$ cat src/rtl/int_ctrl.sv
// Interrupt controller: edge-latched pending bits, software mask, fixed-priority
// arbitration and a req/ack/eoi handshake toward the core's int0 input.
module int_ctrl #(
    parameter int unsigned N_SRC = 4,
    parameter int unsigned VEC_W = 2
) (
    input  logic             clk,
    input  logic             rst,
    input  logic [N_SRC-1:0] irq_src,
    input  logic             bus_we,
    input  logic [1:0]       bus_addr,
    input  logic [31:0]      bus_wdata,
    output logic [31:0]      bus_rdata,
    output logic             int0,
    output logic [VEC_W-1:0] int_vec,
    input  logic             int_ack,
    input  logic             int_eoi
);

    typedef enum logic [1:0] {
        IDLE    = 2'd0,
        REQ     = 2'd1,
        SERVICE = 2'd2
    } state_e;

    localparam logic [1:0] ADDR_PENDING = 2'd0;
    localparam logic [1:0] ADDR_MASK    = 2'd1;
    localparam logic [1:0] ADDR_STATUS  = 2'd2;
    localparam logic [1:0] ADDR_SWTRIG  = 2'd3;

    state_e             state_q;
    logic               int0_q;
    logic [VEC_W-1:0]   int_vec_q;
    logic [N_SRC-1:0]   src_q;
    logic [N_SRC-1:0]   pending_q, pending_d;
    logic [N_SRC-1:0]   mask_q, mask_d;

    logic [N_SRC-1:0]   rise;
    logic [N_SRC-1:0]   w1c;
    logic [N_SRC-1:0]   swtrig;
    logic [N_SRC-1:0]   elig;
    logic [N_SRC-1:0]   vec_oh;
    logic [N_SRC-1:0]   ack_clr;
    logic               req_live;
    logic               ack_take;
    logic [VEC_W-1:0]   first_vec;
    logic [31:0]        status;
    logic               unused_wdata;

    assign unused_wdata = ^bus_wdata;

    // Event sources, eligibility and pending-register next state (set wins over clear)
    always_comb begin
        rise      = irq_src & ~src_q;
        w1c       = (bus_we && bus_addr == ADDR_PENDING) ? bus_wdata[N_SRC-1:0] : '0;
        swtrig    = (bus_we && bus_addr == ADDR_SWTRIG)  ? bus_wdata[N_SRC-1:0] : '0;
        mask_d    = (bus_we && bus_addr == ADDR_MASK)    ? bus_wdata[N_SRC-1:0] : mask_q;
        elig      = pending_q & mask_q;
        vec_oh    = N_SRC'(1) << int_vec_q;
        req_live  = |(elig & vec_oh);
        ack_take  = (state_q == REQ) && req_live && int_ack;
        ack_clr   = ack_take ? vec_oh : '0;
        pending_d = (pending_q & ~(w1c | ack_clr)) | rise | swtrig;
    end

    // Lowest eligible index has the highest priority
    always_comb begin
        first_vec = '0;
        for (int i = int'(N_SRC) - 1; i >= 0; i--) begin
            if (elig[i]) first_vec = VEC_W'(i);
        end
    end

    always_comb begin
        status              = '0;
        status[9:8]         = state_q;
        status[VEC_W-1:0]   = int_vec_q;
        unique case (bus_addr)
            ADDR_PENDING: bus_rdata = 32'(pending_q);
            ADDR_MASK:    bus_rdata = 32'(mask_q);
            ADDR_STATUS:  bus_rdata = status;
            default:      bus_rdata = '0;
        endcase
    end

    always_ff @(posedge clk or posedge rst) begin
        if (rst) begin
            src_q     <= '0;
            pending_q <= '0;
            mask_q    <= '0;
        end else begin
            src_q     <= irq_src;
            pending_q <= pending_d;
            mask_q    <= mask_d;
        end
    end

    // Handshake sequencer; a request withdrawn by W1C or masking takes precedence over ack
    always_ff @(posedge clk or posedge rst) begin
        if (rst) begin
            state_q   <= IDLE;
            int0_q    <= 1'b0;
            int_vec_q <= '0;
        end else begin
            unique case (state_q)
                IDLE: begin
                    if (|elig) begin
                        int_vec_q <= first_vec;
                        int0_q    <= 1'b1;
                        state_q   <= REQ;
                    end
                end
                REQ: begin
                    if (!req_live) begin
                        int0_q  <= 1'b0;
                        state_q <= IDLE;
                    end else if (int_ack) begin
                        int0_q  <= 1'b0;
                        state_q <= SERVICE;
                    end
                end
                SERVICE: begin
                    if (int_eoi) state_q <= IDLE;
                end
                default: begin
                    int0_q  <= 1'b0;
                    state_q <= IDLE;
                end
            endcase
        end
    end

    assign int0    = int0_q;
    assign int_vec = int_vec_q;

endmodule

$ cat config.mk
export PLATFORM = sky130hd
export DESIGN_NAME = int_ctrl
export DESIGN_NICKNAME = d
export VERILOG_FILES = /design/src/rtl/int_ctrl.sv
export SDC_FILE = /design/constraint.sdc
export NUM_CORES = 1
export LEC_CHECK = 0
export CORE_UTILIZATION = 30
export CTS_BUF_LIST = sky130_fd_sc_hd__clkbuf_8
export CTS_CLUSTER_DIAMETER = 100
export CTS_CLUSTER_SIZE = 8
export DETAILED_ROUTE_END_ITERATION = 10
export PLACE_DENSITY = 0.79
export SYNTH_ARGS = -nofsm -noshare
export SYNTH_HDL_FRONTEND = slang
export SYNTH_SLANG_ARGS = --single-unit
$ cat constraint.sdc
create_clock -name clk -period 3.39 [get_ports clk]
set_input_delay 0.8475 -clock clk [delete_from_list [all_inputs] [get_ports clk]]
set_output_delay 0.8475 -clock clk [all_outputs]
set_load 0.005 [all_outputs]
==> out/qor.csv <==
metric,value,unit
status,completed,
groute.usage.overall,0.121,
overflow,0,
p_total,0.733,mW
yosys_register_bits,17,
cts_tree,built,
cts-hold-fix-buffers,0,
clkLatencyLatePin,250,ps
finalSetupViolations,0,
fin_crit_sh,0.932,
critPathCaptureType,primary output,
root_buffer,clkbuf_8,
drc,0,
worstSetupStartpointType,input port,
cts_setup_buffers,0,
clkTransAtPathRegs,60,ps
finalCriticalPeriod,3160,ps
syn_to_final_growth,22.8,%
p_int,0.490,mW
port_buffers,23,
die-area,0.00377,mm²
fmax,0.317,GHz
netlist_area,0.00106,mm²
grt_pass1_wl,3.32,mm
cp_num_buf_inv,3,
drv_cap,0,
clock-sinks,17,
crit_family,buffers and inverters,
detail_route.wl_per_cell,10.6,µm
cts_resized,0,
hpwl,1.54,mm
fin_skew,3.06,ps
core-area,0.00336,mm²
fin_nets,183,
hold_viol_final,0,
io_pins,78,
nFillCells,353,
antennaDiodeCount,0,
first_pass_iters,4,
ir_drop,169,µV
rsz0062_at_grt,false,
yosysWarnings,0,
num_rows,21,
synth-main-ff-cell,dfrtp_1,
combinationalPowerShare,0.369,
critPathMostFrequentCell,clkdlybuf4s50_1,
syn_avg_cell_area,9.45,µm²
fin_ws,232,ps
drv_slew,0,
first_iter_violations,45,
synthAdderAreaFrac,0,
grt_max_degree,18,
synthSimpleGateAreaFrac,0.170,
synth_mux_area_frac,0.112,
dp_slack,231,ps
synthCells,112,
synth-xor-area-share,0,
routabilityCongestion,0.812,
leakage,0.593,nW
slowest_delay,580,ps
die_h,61.4,µm
critPathKind,in -> out,
synth.top_cell.area_share,0.402,
switching_share,0.332,
critPathRequiredTime,2540,ps
die_x,61.4,µm
layout_common_cells,"26 x conb_1, 23 x clkdlybuf4s50_1, 17 x dfrtp_1",
hp-class,reg -> reg,
final.setup.tns,0,ps
antenna_found_initial,0,
seqPwrFrac,0.433,
synth_compound_area_frac,0.116,
seq_area_frac_synth,0.402,
route.vias.total,762,
grt_pass1_vias,744,
power_switching,0.243,mW
crit_chain,clkdlybuf4s50_1 -> buf_4 -> mux2i_1 -> nor2_1 -> clkdlybuf4s50_1,
synth_top_area_cell,dfrtp_1,
slew_headroom,0.564,
start_util,0.315,
synth_cell_types,26,
cp.arrival,2310,ps
path_max_fanout,5,
htree_num_levels,1,
max_slew.worst_pin.slew,653,ps
vias_per_cell,4.12,
drive_above_1_share,0.101,
ant_nets,0,
clkPwrFrac,0.198,
powerDensity,564,mW/mm²
synthArstFlopShare,1.00,
crit_slowest_cell,clkdlybuf4s50_1,
synth_edf_count,0,
final_common_cell,conb_1,
ys_top_cells_by_area,"dfrtp_1 40%, buf_4 18%, mux2_2 5.3%",
final_core_util,0.387,
drt-total-wl,1.97,mm
synth_top_family_by_area,buffers and inverters,
cts_buffer_depth,2,
numCtsBuffers,3,
## cells by family after synthesis
family / count (synthesis)
buffers and inverters: 29
AOI/OAI and AO/OA: 18
DFF: 17
other: 1
and+or+nand+nor: 37
muxes: 10
## through the flow
stage | hold slack, ps | instance area [µm²] | cells
finish | 478 | 1300 | 185
global route | 510 | 1300 | 185
CTS | 485 | 1300 | 185
detailed placement | 467 | 1250 | 181
global placement | 470 | 1250 | 181
floorplan | 474 | 1150 | 137
## per-layer routing
metal	track usage	routed length (µm)
met4	0.0476	13
met1	0.163	935
met3	0.0189	91
met2	0.196	925
met5	0	0
## area by class of cell
| type | instances | area, µm² | share of cell area |
|---|---|---|---|
| multi-input cells | 91 | 519 | 0.399 |
| flip-flops and latches | 17 | 425 | 0.327 |
| repair buffers | 25 | 245 | 0.189 |
| well taps | 46 | 57.6 | 0.0443 |
| clock buffers | 3 | 41.3 | 0.0318 |
| inverters | 2 | 7.51 | 0.00577 |
| clock inverters | 1 | 3.75 | 0.00289 |
## final timing paths
check	start	endpoint	slack (ps)	cells after the start
max	bus_addr[0]	bus_rdata[3]	230	5
min	int0$_DFFE_PP0P_	int0$_DFFE_PP0P_	480	1
max reg2reg	int_vec[1]$_DFFE_PP0P_	int0$_DFFE_PP0P_	1880	4
min reg2reg	int0$_DFFE_PP0P_	int0$_DFFE_PP0P_	480	1
max in group asynchronous	rst	state_q[0]$_DFFE_PP0P_	1980	2
min in group asynchronous	rst	src_q[3]$_DFF_PP0_	990	2
## Yosys cell counts (2+ instances only)
library cell / count
buf_4: 26
dfrtp_1: 17
nand2_1: 14
nor2_1: 6
mux2_2: 5
nor2b_1: 5
o21ai_0: 5
a21oi_1: 4
mux2i_1: 4
a21boi_0: 3
nand3_1: 3
a21o_1: 2
a221o_1: 2
and2_1: 2
nand3b_1: 2
nor3_1: 2
## power by group through the flow
stage          logic (mW)  clock network [mW]  registers, mW
2_1_floorplan       0.188                   0          0.305
3_3_place_gp        0.264                   0          0.319
3_5_place_dp        0.271                   0          0.322
4_1_cts             0.272               0.150          0.317
5_1_grt             0.307               0.160          0.328
6_report            0.270               0.145          0.318
## sequential cells by signal (all words and copies together) (netlist names)
signal / count
int0: 1
src_q: 4
int_vec: 2
state_q: 2
mask_q: 4
pending_q: 4
Note: power is estimated with default switching activity, not from simulation.
